[src/rtl/sun_pkg.sv]
// Shared definitions for the sun-sensor pixel feeder: slave register map,
// status codes and the state encodings of the run FSM and the APB engine.
package sun_pkg;

   localparam logic [7:0] REG_CTRL = 8'h00;
   localparam logic [7:0] REG_THR  = 8'h01;
   localparam logic [7:0] REG_XMAX = 8'h02;
   localparam logic [7:0] REG_PIX  = 8'h04;
   localparam logic [7:0] REG_STAT = 8'h05;
   localparam logic [7:0] REG_SUM  = 8'h06;

   localparam logic [7:0] STAT_STARTED   = 8'h01;
   localparam logic [7:0] STAT_BUSY      = 8'h02;
   localparam logic [7:0] STAT_LINE_DONE = 8'h03;

   localparam logic [7:0] CTRL_RUN = 8'h01;

   typedef enum logic [3:0] {
      S_IDLE,
      S_CFG_THR,
      S_CFG_XMAX,
      S_CFG_CTRL,
      S_WAIT_PIX,
      S_PIX_WR,
      S_RD_STAT,
      S_RD_SUM,
      S_DONE,
      S_ERR
   } run_state_t;

   typedef enum logic [2:0] {
      X_IDLE,
      X_SETUP,
      X_ACCESS,
      X_GAP,
      X_CAPTURE
   } xfer_state_t;

endpackage

[src/rtl/sun_apb_xfer.sv]
// Single-transfer APB master engine: SETUP/ACCESS/GAP for writes, SETUP/ACCESS/CAPTURE
// for reads, with a bounded wait for pready on writes.
module sun_apb_xfer
   import sun_pkg::*;
#(
   parameter int TIMEOUT = 64,
   parameter int ADDR_W  = 32,
   parameter int DATA_W  = 32
) (
   input  logic              pclk,
   input  logic              reset,
   input  logic              req,
   input  logic              wr,
   input  logic [7:0]        addr,
   input  logic [7:0]        wdata,
   output logic              ack,
   output logic [DATA_W-1:0] rdata,
   output logic              timeout,
   output logic              psel,
   output logic              penable,
   output logic              pwrite,
   output logic [ADDR_W-1:0] paddr,
   output logic [DATA_W-1:0] pwdata,
   input  logic [DATA_W-1:0] prdata,
   input  logic              pready
);

   localparam int TW = $clog2(TIMEOUT + 1);

   xfer_state_t       xs_q, xs_d;
   logic [TW-1:0]     tmr_q, tmr_d;
   logic              ack_q, ack_d;
   logic              timeout_q, timeout_d;
   logic [DATA_W-1:0] rdata_q, rdata_d;
   logic              psel_q, psel_d;
   logic              penable_q, penable_d;
   logic              pwrite_q, pwrite_d;
   logic [ADDR_W-1:0] paddr_q, paddr_d;
   logic [DATA_W-1:0] pwdata_q, pwdata_d;

   always_comb begin
      xs_d      = xs_q;
      tmr_d     = tmr_q;
      ack_d     = 1'b0;
      timeout_d = 1'b0;
      rdata_d   = rdata_q;
      psel_d    = psel_q;
      penable_d = penable_q;
      pwrite_d  = pwrite_q;
      paddr_d   = paddr_q;
      pwdata_d  = pwdata_q;
      case (xs_q)
         X_IDLE: begin
            // A request still held while ack/timeout is being reported is the
            // one just finished, not a new one.
            if (req && !ack_q && !timeout_q) begin
               xs_d      = X_SETUP;
               psel_d    = 1'b1;
               penable_d = 1'b0;
               pwrite_d  = wr;
               paddr_d   = ADDR_W'(addr);
               pwdata_d  = wr ? DATA_W'(wdata) : '0;
            end
         end
         X_SETUP: begin
            xs_d      = X_ACCESS;
            penable_d = 1'b1;
            tmr_d     = '0;
         end
         X_ACCESS: begin
            if (!pwrite_q) begin
               xs_d      = X_CAPTURE;
               psel_d    = 1'b0;
               penable_d = 1'b0;
            end else if (pready) begin
               xs_d      = X_GAP;
               psel_d    = 1'b0;
               penable_d = 1'b0;
               ack_d     = 1'b1;
            end else if (tmr_q == TW'(TIMEOUT - 1)) begin
               xs_d      = X_IDLE;
               psel_d    = 1'b0;
               penable_d = 1'b0;
               timeout_d = 1'b1;
            end else begin
               tmr_d = tmr_q + TW'(1);
            end
         end
         X_GAP: xs_d = X_IDLE;
         X_CAPTURE: begin
            xs_d    = X_IDLE;
            ack_d   = 1'b1;
            rdata_d = prdata;
         end
         default: xs_d = X_IDLE;
      endcase
   end

   always_ff @(posedge pclk) begin
      if (!reset) begin
         xs_q      <= X_IDLE;
         tmr_q     <= '0;
         ack_q     <= 1'b0;
         timeout_q <= 1'b0;
         rdata_q   <= '0;
         psel_q    <= 1'b0;
         penable_q <= 1'b0;
         pwrite_q  <= 1'b0;
         paddr_q   <= '0;
         pwdata_q  <= '0;
      end else begin
         xs_q      <= xs_d;
         tmr_q     <= tmr_d;
         ack_q     <= ack_d;
         timeout_q <= timeout_d;
         rdata_q   <= rdata_d;
         psel_q    <= psel_d;
         penable_q <= penable_d;
         pwrite_q  <= pwrite_d;
         paddr_q   <= paddr_d;
         pwdata_q  <= pwdata_d;
      end
   end

   assign ack     = ack_q;
   assign timeout = timeout_q;
   assign rdata   = rdata_q;
   assign psel    = psel_q;
   assign penable = penable_q;
   assign pwrite  = pwrite_q;
   assign paddr   = paddr_q;
   assign pwdata  = pwdata_q;

endmodule

[src/rtl/sun_pixel_feeder.sv]
// Run sequencer: configures the sun-sensor slave, streams one line of pixels into it,
// then reads back status and sum and reports them with a done pulse.
module sun_pixel_feeder
   import sun_pkg::*;
#(
   parameter int TIMEOUT = 64,
   parameter int ADDR_W  = 32,
   parameter int DATA_W  = 32
) (
   input  logic              pclk,
   input  logic              reset,
   input  logic              start,
   input  logic [7:0]        cfg_threshold,
   input  logic [7:0]        cfg_xmax,
   input  logic              pix_valid,
   input  logic [7:0]        pix_data,
   output logic              pix_ready,
   output logic              busy,
   output logic              done,
   output logic              error,
   output logic [31:0]       sum_out,
   output logic [7:0]        status_out,
   output logic              psel,
   output logic              penable,
   output logic              pwrite,
   output logic [ADDR_W-1:0] paddr,
   output logic [DATA_W-1:0] pwdata,
   input  logic [DATA_W-1:0] prdata,
   input  logic              pready
);

   run_state_t        state_q, state_d;
   logic [7:0]        thr_q, thr_d;
   logic [7:0]        xmax_q, xmax_d;
   logic [7:0]        pix_q, pix_d;
   logic [7:0]        cnt_q, cnt_d;
   logic              req_q, req_d;
   logic              wr_q, wr_d;
   logic [7:0]        addr_q, addr_d;
   logic [7:0]        wdata_q, wdata_d;
   logic              pix_ready_q, pix_ready_d;
   logic              busy_q, busy_d;
   logic              done_q, done_d;
   logic              error_q, error_d;
   logic [31:0]       sum_q, sum_d;
   logic [7:0]        status_q, status_d;

   logic              xfer_ack;
   logic              xfer_timeout;
   logic [DATA_W-1:0] xfer_rdata;

   sun_apb_xfer #(
      .TIMEOUT (TIMEOUT),
      .ADDR_W  (ADDR_W),
      .DATA_W  (DATA_W)
   ) u_xfer (
      .pclk    (pclk),
      .reset   (reset),
      .req     (req_q),
      .wr      (wr_q),
      .addr    (addr_q),
      .wdata   (wdata_q),
      .ack     (xfer_ack),
      .rdata   (xfer_rdata),
      .timeout (xfer_timeout),
      .psel    (psel),
      .penable (penable),
      .pwrite  (pwrite),
      .paddr   (paddr),
      .pwdata  (pwdata),
      .prdata  (prdata),
      .pready  (pready)
   );

   always_comb begin
      state_d  = state_q;
      thr_d    = thr_q;
      xmax_d   = xmax_q;
      pix_d    = pix_q;
      cnt_d    = cnt_q;
      error_d  = error_q;
      sum_d    = sum_q;
      status_d = status_q;
      case (state_q)
         S_IDLE: begin
            if (start) begin
               if (cfg_xmax != 8'd0) begin
                  state_d = S_CFG_THR;
                  thr_d   = cfg_threshold;
                  xmax_d  = cfg_xmax;
                  cnt_d   = 8'd0;
                  error_d = 1'b0;
               end else begin
                  error_d = 1'b1;
               end
            end
         end
         S_CFG_THR:  if (xfer_timeout) state_d = S_ERR; else if (xfer_ack) state_d = S_CFG_XMAX;
         S_CFG_XMAX: if (xfer_timeout) state_d = S_ERR; else if (xfer_ack) state_d = S_CFG_CTRL;
         S_CFG_CTRL: if (xfer_timeout) state_d = S_ERR; else if (xfer_ack) state_d = S_WAIT_PIX;
         S_WAIT_PIX: begin
            if (pix_valid && pix_ready_q) begin
               pix_d   = pix_data;
               state_d = S_PIX_WR;
            end
         end
         S_PIX_WR: begin
            if (xfer_timeout) begin
               state_d = S_ERR;
            end else if (xfer_ack) begin
               cnt_d   = cnt_q + 8'd1;
               state_d = (cnt_q + 8'd1 == xmax_q) ? S_RD_STAT : S_WAIT_PIX;
            end
         end
         S_RD_STAT: begin
            if (xfer_ack) begin
               status_d = xfer_rdata[7:0];
               state_d  = (xfer_rdata[7:0] == STAT_LINE_DONE) ? S_RD_SUM : S_ERR;
            end
         end
         S_RD_SUM: begin
            if (xfer_ack) begin
               sum_d   = 32'(xfer_rdata);
               state_d = S_DONE;
            end
         end
         S_DONE:  state_d = S_IDLE;
         S_ERR:   state_d = S_IDLE;
         default: state_d = S_IDLE;
      endcase
      if (state_d == S_ERR) error_d = 1'b1;

      // Outputs and the transfer request are registered from the state being entered.
      busy_d      = !(state_d inside {S_IDLE, S_DONE, S_ERR});
      done_d      = (state_d == S_DONE);
      pix_ready_d = (state_d == S_WAIT_PIX);
      req_d       = 1'b0;
      wr_d        = wr_q;
      addr_d      = addr_q;
      wdata_d     = wdata_q;
      case (state_d)
         S_CFG_THR:  begin req_d = 1'b1; wr_d = 1'b1; addr_d = REG_THR;  wdata_d = thr_d;    end
         S_CFG_XMAX: begin req_d = 1'b1; wr_d = 1'b1; addr_d = REG_XMAX; wdata_d = xmax_d;   end
         S_CFG_CTRL: begin req_d = 1'b1; wr_d = 1'b1; addr_d = REG_CTRL; wdata_d = CTRL_RUN; end
         S_PIX_WR:   begin req_d = 1'b1; wr_d = 1'b1; addr_d = REG_PIX;  wdata_d = pix_d;    end
         S_RD_STAT:  begin req_d = 1'b1; wr_d = 1'b0; addr_d = REG_STAT; wdata_d = 8'd0;     end
         S_RD_SUM:   begin req_d = 1'b1; wr_d = 1'b0; addr_d = REG_SUM;  wdata_d = 8'd0;     end
         default: ;
      endcase
   end

   always_ff @(posedge pclk) begin
      if (!reset) begin
         state_q     <= S_IDLE;
         thr_q       <= 8'd0;
         xmax_q      <= 8'd0;
         pix_q       <= 8'd0;
         cnt_q       <= 8'd0;
         req_q       <= 1'b0;
         wr_q        <= 1'b0;
         addr_q      <= 8'd0;
         wdata_q     <= 8'd0;
         pix_ready_q <= 1'b0;
         busy_q      <= 1'b0;
         done_q      <= 1'b0;
         error_q     <= 1'b0;
         sum_q       <= 32'd0;
         status_q    <= 8'd0;
      end else begin
         state_q     <= state_d;
         thr_q       <= thr_d;
         xmax_q      <= xmax_d;
         pix_q       <= pix_d;
         cnt_q       <= cnt_d;
         req_q       <= req_d;
         wr_q        <= wr_d;
         addr_q      <= addr_d;
         wdata_q     <= wdata_d;
         pix_ready_q <= pix_ready_d;
         busy_q      <= busy_d;
         done_q      <= done_d;
         error_q     <= error_d;
         sum_q       <= sum_d;
         status_q    <= status_d;
      end
   end

   assign pix_ready  = pix_ready_q;
   assign busy       = busy_q;
   assign done       = done_q;
   assign error      = error_q;
   assign sum_out    = sum_q;
   assign status_out = status_q;

endmodule

[config.mk]
export PLATFORM = sky130hd
export DESIGN_NAME = sun_pixel_feeder
export DESIGN_NICKNAME = d
export VERILOG_FILES = /design/src/rtl/sun_pkg.sv /design/src/rtl/sun_apb_xfer.sv /design/src/rtl/sun_pixel_feeder.sv
export SDC_FILE = /design/constraint.sdc
export NUM_CORES = 1
export LEC_CHECK = 0
export ABC_CLOCK_PERIOD_IN_PS = 6500
export CAP_MARGIN = 15
export CORE_ASPECT_RATIO = 2
export CORE_MARGIN = 8
export CORE_UTILIZATION = 35
export DETAILED_ROUTE_END_ITERATION = 8
export HOLD_SLACK_MARGIN = 0.06
export PLACE_DENSITY = 0.67
export SLEW_MARGIN = 20
export SYNTH_ARGS = -nofsm -noshare
export SYNTH_HDL_FRONTEND = slang
export SYNTH_SLANG_ARGS = --single-unit
[constraint.sdc]
create_clock -name pclk -period 6.5 [get_ports pclk]
set_input_delay 0.65 -clock pclk [delete_from_list [all_inputs] [get_ports pclk]]
set_output_delay 0.65 -clock pclk [all_outputs]
set_load 0.01 [all_outputs]
==> results of run 1 <==
-- cell families (layout without fill, tap and decap cells) --
group,after synthesis,after routing,synth area share (%)
buffers and inverters,111,158,9.44
adders and majority gates,2,2,0.365
muxes,17,17,2.50
xor gates and xnor gates,14,14,1.79
AOI/OAI and AO/OA,177,177,18.8
other,1,54,0.0547
DFF,151,151,44.1
and+or+nand+nor,334,334,23.0
-- layout by cell type (no fill, tap or decap), types with 17 or more instances in the layout --
cell type	netlist	layout
sky130_fd_sc_hd__dfxtp_1	151	151
sky130_fd_sc_hd__o21ai_0	25	25
sky130_fd_sc_hd__clkbuf_16	0	17
sky130_fd_sc_hd__conb_1	1	53
sky130_fd_sc_hd__a21boi_0	89	89
sky130_fd_sc_hd__nor2b_1	32	32
sky130_fd_sc_hd__clkdlybuf4s50_1	0	117
sky130_fd_sc_hd__nand3_1	32	32
sky130_fd_sc_hd__nand2_1	188	188
-- area by class of cell --
cell class	instances	area share (%)
clock buffer	22	5.32
antenna	1	0.0293
clock inverter	10	1.44
multi-input combinational	597	39.7
timing repair buffer	123	14.2
sequential	151	35.4
inverter	3	0.132
tap	259	3.79
-- routing by layer --
layer  routed length, um  global-route usage (%)
met5                   0                       0
met4                 552                    8.38
met3                1170                    3.98
met2                9390                    26.2
met1                6550                    14.2
-- worst max-delay path by stage --
| stage | startpoint | end | cells past startpoint |
|---|---|---|---|
| floorplan | cnt_q[0] | wdata_q[0] | 9 |
| global placement | pix_valid | addr_q[1] | 7 |
| detailed placement | state_q[2] | wdata_q[0] | 6 |
| CTS | state_q[2] | wdata_q[5] | 6 |
| global route | state_q[2] | wdata_q[6] | 6 |
| finish | state_q[2] | wdata_q[5] | 6 |
-- metrics by stage --
stage	worst slack, ns	util (%)
final	2.91	44.3
after global routing	2.55	44.3
after CTS	2.93	44.3
after detailed placement	2.99	41.3
after global placement	3.05	41.3
after floorplan	4.12	-
-- tightest hold or removal path, delay by kind of cell, from the launching register on --
kind / cells / cell delay, ns
simple gates: 1 / 0.05
compound gates: 1 / 0.06
flops: 1 / 0.31
-- state kept, by name, summed over array words and instances (netlist names), 4 cells and up --
signal	flops
pix_q	8
wdata_q	8
state_q	4
u_xfer.tmr_q	7
cnt_q	8
thr_q	8
status_out	8
xmax_q	8
sum_out	32
u_xfer.pwdata	8
u_xfer.rdata	32
-- power by group through the flow --
stage	Sequential, mW	Clock (mW)	Combinational [mW]
after floorplan	1.04	0	0.273
after global placement	1.06	0	0.356
after detailed placement	1.06	0	0.357
after CTS	1.04	0.990	0.360
after global routing	1.05	1.03	0.402
final	1.04	0.967	0.356
==> results, run 1 <==
- The count of non-filler cells in the finished layout is 1166.
- The height of the chip is 214 um.
- The most used flip-flop cell after synthesis is sky130_fd_sc_hd__dfxtp_1.
- CTS placed an instance of sky130_fd_sc_hd__clkbuf_16 at the clock tree root.
- The critical path goes through nor4bb_2 > nand2_1 > and4_1 > a21boi_2 > o21ai_1 > a31oi_1.
- The initial cell density of the core is 35.6%.
- The setup clock skew after layout is 0.0219 ns.
- The worst pin sits at a relative slew slack of 36.2%.
- The number of placed cells counting well taps is 1133.
- Yosys mapped the design onto 61 distinct sky130hd cell types.
- The maximum level of the CTS H-tree is 4.
- The design area is 8540 um2.
- The number of rows in the core area is 72.
- The number of port buffers is 118.
- The run finished with clean final reports.
- Sequential cells account for 44.0% of the total power.
- The required time of the worst setup path is 6.85 ns.
- The clock period could shrink to 3.59 ns.
- The largest total area in the synthesized netlist belongs to sky130_fd_sc_hd__dfxtp_1.
- The net switching power of the design is 0.652 mW.
- Summing every instance area after synthesis gives 6850 um2.
- Setup violations remaining at the end of the flow were counted as 0.
- The worst hold path was traced through 2 stages.
- The data arrival time of the critical path is 3.94 ns.
- The destination of the worst hold path is sum_out[8].
- The routed layout has 5505 vias.
- The via count of the first global-routing pass is 5460.
- The cts-stage hold buffer count is 0.
- The critical path class is register to register.
- Along the worst path, the maximum fanout reaches 20.
- The detailed-route DRC error count is 0.
- The clock drives 151 sinks.
- The delay contributed by the slowest stage of the critical path is 0.91 ns.
- After synthesis, the cell types taking the most area are sky130_fd_sc_hd__dfxtp_1 44%, sky130_fd_sc_hd__nand2_1 10%, sky130_fd_sc_hd__a21boi_0 9.7%, sky130_fd_sc_hd__buf_4 6.0%, sky130_fd_sc_hd__nor2b_1 2.9%.
- Across every metal layer, demand over resource in global routing totals 14.5%.
- The final sum of negative setup slack is 0 ns.
- For the pin with the worst max-slew slack, the measured transition is 0.944 ns.
- The post-detailed-placement cell area is 7960 um2.
- Wires add up to 17700 um.
- IR analysis of the VDD net gives a maximum drop of 0.168 mV.
- The detailed placement HPWL is 13000 um.
- The deepest clock path buffer count is 2.
- Clock-pin slew was measured on the worst setup and hold paths at 0.06 ns.
- The sequential fraction of the synthesis area is 44.1%.
- The post-cts gate resize count is 0.
- Max-cap violations in this run came to 0.
- The filler cells instantiated in the layout total 1899.
- In this run the critical register-to-register path is launched from state_q[2].
- The initial DRC count is 291.
- Yosys printed 0 warnings.
- The routed length per placed instance is 15.2 um.
- The final weighted congestion of routability-driven global placement is 0.801.
- The share of synthesized area in the top cell type comes to 44.1%.
- The worst hold slack is 0.459 ns.
- The mean area per synthesized cell is 8.49 um2.
- Counting flops with an async set or reset pin after synthesis yields a share of 0%.
- The largest delay contributor family on the critical path is simple AND/OR/NAND/NOR gates.
- The detailed-router iteration count before antenna repair is 4.
- The count of pins over their slew limit is 0.
- The number of antenna violations at the first check in global routing is 1.
- Entering global routing, the biggest net connects 110 pins.
- The number of top-level design ports is 172.
- The area growth from synthesis to layout is 24.6%.
- The kind of capture point of the worst setup path is a register.
- The die is 115 um wide.
- The synthesized design contains 151 register bits.
- Dividing total power by cell area gives a power density of 277 nW/um2.
- The die covers 24600 um2.
- STA classifies the critical path startpoint as a register.
- Derived from the worst setup path, the maximum achievable clock frequency is 278 MHz.
- The core region is 19300 um2.
- In the final layout, the share of cells above drive strength 1 is 5.52%.
- Measured in cells, the most critical reg-to-reg path has a length of 6.
- Registers take 3020 um2.
- Post-CTS timing repair inserted 0 buffers for setup.
- Using the TritonRoute via totals, the vias-per-cell ratio works out to 4.72.
- The slowest cell on the critical path is sky130_fd_sc_hd__nor4bb_2.
- The kind of path behind the tightest hold check is register to register.
- Of the available clock period, the critical path in the final layout requires 55.3%.
- The design internal power is 1.71 mW.
- Of the total power, the clock network draws 41.0%.
- Setup repair after global routing left no endpoint under its margin.
- Summing all multi-input logic gate instances after layout gives 3390 um2.
- The endpoint identified for the worst register-to-register timing path is wdata_q[5].
- Combinational logic burns 15.1% of the power.
- The later pin in the worst-skew pair is clocked with a latency of 0.43 ns.
- Clock tree synthesis inserted a total of 17 buffers.
- The number of flops mapped to enable cells by yosys is 0.
- Net switching is 27.6% of the power.
- The design draws 2.36 mW.
- The cell count after synthesis is 807.
- The worst hold path begins at u_xfer.rdata[8].
- Ranked by instance count, the synthesized netlist is headed by 188 x sky130_fd_sc_hd__nand2_1, 151 x sky130_fd_sc_hd__dfxtp_1, 89 x sky130_fd_sc_hd__a21boi_0, 55 x sky130_fd_sc_hd__buf_4, 42 x sky130_fd_sc_hd__clkbuf_1.
- Once detail routing completed, the nets flagged for antenna violations numbered 0.
- The most used standard cell by instance count after synthesis is sky130_fd_sc_hd__nand2_1.
- In this run the register-to-register setup slack is 2.91 ns.
- The final layout contains 956 nets.
- For this design the static power due to leakage is 3.00 nW.
- The final global-route overflow total is 0.
- The first global-routing pass estimated 28100 um of wire.
- The number of hold violations in the final report is 0.
- Counting both buffers and inverters, the worst setup path holds a total of 0.
- The CTS tree is yes.
Power figures use the tool's default switching activity.
==> inputs of run 2 (changes only) <==
--- a/config.mk
+++ b/config.mk
@@ -5,14 +5,14 @@
 export SDC_FILE = /design/constraint.sdc
 export NUM_CORES = 1
 export LEC_CHECK = 0
-export ABC_CLOCK_PERIOD_IN_PS = 6500
+export ABC_CLOCK_PERIOD_IN_PS = 3100
 export CAP_MARGIN = 15
 export CORE_ASPECT_RATIO = 2
 export CORE_MARGIN = 8
 export CORE_UTILIZATION = 35
 export DETAILED_ROUTE_END_ITERATION = 8
 export HOLD_SLACK_MARGIN = 0.06
-export PLACE_DENSITY = 0.67
+export PLACE_DENSITY = 0.7
 export SLEW_MARGIN = 20
 export SYNTH_ARGS = -nofsm -noshare
 export SYNTH_HDL_FRONTEND = slang
==> constraint.sdc (replaced) <==
create_clock -name pclk -period 3.1 [get_ports pclk]
set_input_delay 0.31 -clock pclk [delete_from_list [all_inputs] [get_ports pclk]]
set_output_delay 0.31 -clock pclk [all_outputs]
set_load 0.01 [all_outputs]
==> run 2 against run 1 <==
Sequential cell count did not move. Clock skew fell by 0.015 ns. Combinational power rose by 120%. Largest cell class unchanged. Die area did not move. Critical path type unchanged. Utilization rose by 0.42 points. Critical path depth rose by 3. Count of clock-buffer cells in the layout did not move. Non-clock buffer count rose by 9. Clock power rose by 110%. Sequential power rose by 110%.
==> results, run 2 (synthesis gave the netlist of run 1 again) <==
- The share of the clock period used by the worst path after layout is 84.9% (was 55.3%).
- The maximum number of pins on one net before global-route repair came to 75 (was 110).
- The utilization of the core after routing is 44.7% (was 44.3%).
- The clock network latency to the later pin of the worst-skew pair came to 0.41 ns (was 0.43 ns).
- The filler cell count in the final layout was 1926 (was 1899).
- The actual transition at the worst max-transition pin is 0.903 ns (was 0.944 ns).
- Status: complete, no violations (unchanged).
- The clock buffer count from CTS came to 17 (unchanged).
- The clock transition at the register clock pins on the worst setup and hold paths after CTS is 0.06 ns (about the same).
- The number of top-level design ports came to 172 (unchanged).
- The number of antenna violations at the first check in global routing is 0 (was 1).
- The highest attainable clock frequency is 380 MHz (was 278 MHz).
- The slowest cell on the critical path is sky130_fd_sc_hd__or3_1 (was sky130_fd_sc_hd__nor4bb_2).
- The detailed-router iteration count before antenna repair is 4 (unchanged).
- The max-slew headroom at the worst pin is 39.0% (was 36.2%).
- The first-pass GRT wire length came to 28200 um (was 28100 um).
- The largest driver fanout on the critical path was 20 (unchanged).
- The final global-route overflow total is 0 (unchanged).
- The number of max-capacitance violations reported is 0 (unchanged).
- The fraction of layout cells with a size suffix above 1 came to 6.35% (was 5.52%).
- The chip width is 115 um (unchanged).
- The detailed placement HPWL is 13100 um (was 13000 um).
- The number of antenna-violating nets in the routed design is 0 (unchanged).
- The via count of the first global-routing pass is 5499 (was 5460).
- The number of antenna cells inserted is 0 (was 1).
- The number of rows in the core area is 72 (unchanged).
- The height of the chip came to 214 um (unchanged).
- The maximum level of the CTS H-tree is 4 (unchanged).
- The area growth from synthesis to layout was 25.8% (was 24.6%).
- The final weighted congestion of routability-driven global placement was 0.854 (was 0.801).
- The critical path class is register to register (unchanged).
- The delay contributed by the slowest stage of the critical path came to 0.45 ns (was 0.91 ns).
- The number of port buffers is 118 (unchanged).
- The count of pins over their slew limit is 0 (unchanged).
- The fraction of power consumed by the clock network is 41.0% (about the same).
- The routed wire length is 17800 um (was 17700 um).
- The number of nets in the layout was 965 (was 956).
- The worst-case reg-to-reg path depth is 9 (was 6).
- The worst hold slack is 0.420 ns (was 0.459 ns).
- The initial DRC count came to 203 (was 291).
- The sort of element at the start of the critical path is a register (unchanged).
- The overall via count from detail_route came to 5603 (was 5505).
- The fraction of power spent switching nets came to 26.6% (was 27.6%).
- The combined buffer and inverter count along the critical path came to 1 (was 0).
- The initial cell density of the core came to 35.6% (unchanged).
- The cts-stage hold buffer count is 0 (unchanged).
- The routed length per placed instance came to 15.2 um (about the same).
- The maximum resistive drop on vdd is 0.402 mV (was 0.168 mV).
- The required time of the worst setup path was 3.44 ns (was 6.85 ns).
- The count of buffers added by post-CTS timing repair for setup is 0 (unchanged).
- The vias per cell was 4.78 (was 4.72).
- Top library cells by usage in the layout, fill and taps aside: 188 x sky130_fd_sc_hd__nand2_1, 151 x sky130_fd_sc_hd__dfxtp_1, 117 x sky130_fd_sc_hd__clkdlybuf4s50_1 (unchanged).
- The area of the die was 24600 um2 (unchanged).
- The setup clock skew after layout came to 0.00660 ns (was 0.0219 ns).
- The number of hold violations in the final report is 0 (unchanged).
- The buffer type at the clock tree root is sky130_fd_sc_hd__clkbuf_16 (unchanged).
- The post-detailed-placement cell area is 8040 um2 (was 7960 um2).
- The deepest clock path buffer count was 2 (unchanged).
- The kind of capture point of the worst setup path was a register (unchanged).
- The detailed-route DRC error count came to 0 (unchanged).
- RSZ-0062 raised after global routing: no (unchanged).
- The data arrival time of the critical path is 2.97 ns (was 3.94 ns).
- The number of sinks on the clock net was 151 (unchanged).
- The kind of path behind the tightest hold check is primary input to register (was register to register).
- The largest delay contributor family on the critical path is compound AO/OA/AOI/OAI gates (was simple AND/OR/NAND/NOR gates).
- The design area is 8620 um2 (was 8540 um2).
- The CTS tree is yes (unchanged).
- The sequential share of power came to 43.5% (was 44.0%).
- The shortest period the worst path allows came to 2.63 ns (was 3.59 ns).
- The power share of the combinational group is 15.5% (was 15.1%).
- The number of stages on the worst hold path is 3 (was 2).
- The final sum of negative setup slack is 0 ns (unchanged).
- The design internal power is 3.67 mW (was 1.71 mW).
- The combined global-route utilization of all metal layers is 14.6% (was 14.5%).
- The area of the core came to 19300 um2 (unchanged).
- The number of setup violations in the final report is 0 (unchanged).
- The power per cell area was 581 nW/um2 (was 277 nW/um2).
- The number of cells on the critical path was 9 (was 6).
- Ordered list of cells on the worst path: ha_1 > nand3_1 > or3_1 > a2111oi_4 > a41oi_4 > a21boi_2 > buf_4 > nand2_2 > o22ai_2 (was nor4bb_2 > nand2_1 > and4_1 > a21boi_2 > o21ai_1 > a31oi_1).
- The net switching power of the design is 1.33 mW (was 0.652 mW).
- The total leakage power is 3.06 nW (was 3.00 nW).
- The post-cts gate resize count came to 0 (unchanged).
- The most frequent standard cell in the layout excluding fill and tap cells is sky130_fd_sc_hd__nand2_1 (unchanged).
run 2: changes by cell type in the layout (fill, tap and decap cells not counted), sizes merged:
cell,before,now
buf,6,15
bufinv,2,3
clkinv,4,5
clkinvlp,3,1
diode,1,0
inv,4,3
run 2: area by class of cell:
cell class                      count  area (um2)  share of cell area [%]
Clock inverter                      9         126                    1.47
Clock buffer                       22         454                    5.27
Multi-Input combinational cell    597        3390                    39.3
Timing Repair Buffer              132        1300                    15.0
Tap cell                          259         324                    3.76
Sequential cell                   151        3020                    35.1
Inverter                            3        11.3                   0.131
run 2: power groups by stage:
stage / Combinational (mW) / Clock (mW) / Sequential, mW
after CTS: 0.788 / 2.10 / 2.18
after detailed placement: 0.785 / 0 / 2.22
final: 0.778 / 2.05 / 2.18
after floorplan: 0.573 / 0 / 2.18
after global routing: 0.876 / 2.19 / 2.20
after global placement: 0.775 / 0 / 2.22
run 2: layer usage:
layer / GRT usage [%] / vias up / wire (um)
li1: - / 2800 / -
met1: 13.9 / 2608 / 6430
met2: 27.2 / 169 / 9600
met3: 4.17 / 26 / 1280
met4: 7.06 / 0 / 537
met5: 0 / - / 0
run 2: worst paths after layout:
kind                   start              to  slack, ns
setup / recovery    cnt_q[0]      wdata_q[0]       0.47
hold / removal         reset  u_xfer.xs_q[2]       0.42
setup reg to reg    cnt_q[0]      wdata_q[0]       0.47
hold reg to reg   sum_out[9]      sum_out[9]       0.46
run 2: tightest hold or removal path, delay by kind of cell:
kind	cells	cell delay [ns]
buf+inv	1	0.29
simple gates	2	0.17
run 2: through the flow:
| step | setup slack (ns) | instances | power [mW] |
|---|---|---|---|
| final | 0.468 | 1173 | 5.01 |
| after global routing | 0.217 | 1173 | 5.26 |
| after CTS | 0.475 | 1173 | 5.06 |
| after detailed placement | 0.442 | 1142 | 3.00 |
| after global placement | 0.477 | 1142 | 2.99 |
| after floorplan | 0.725 | 859 | 2.76 |
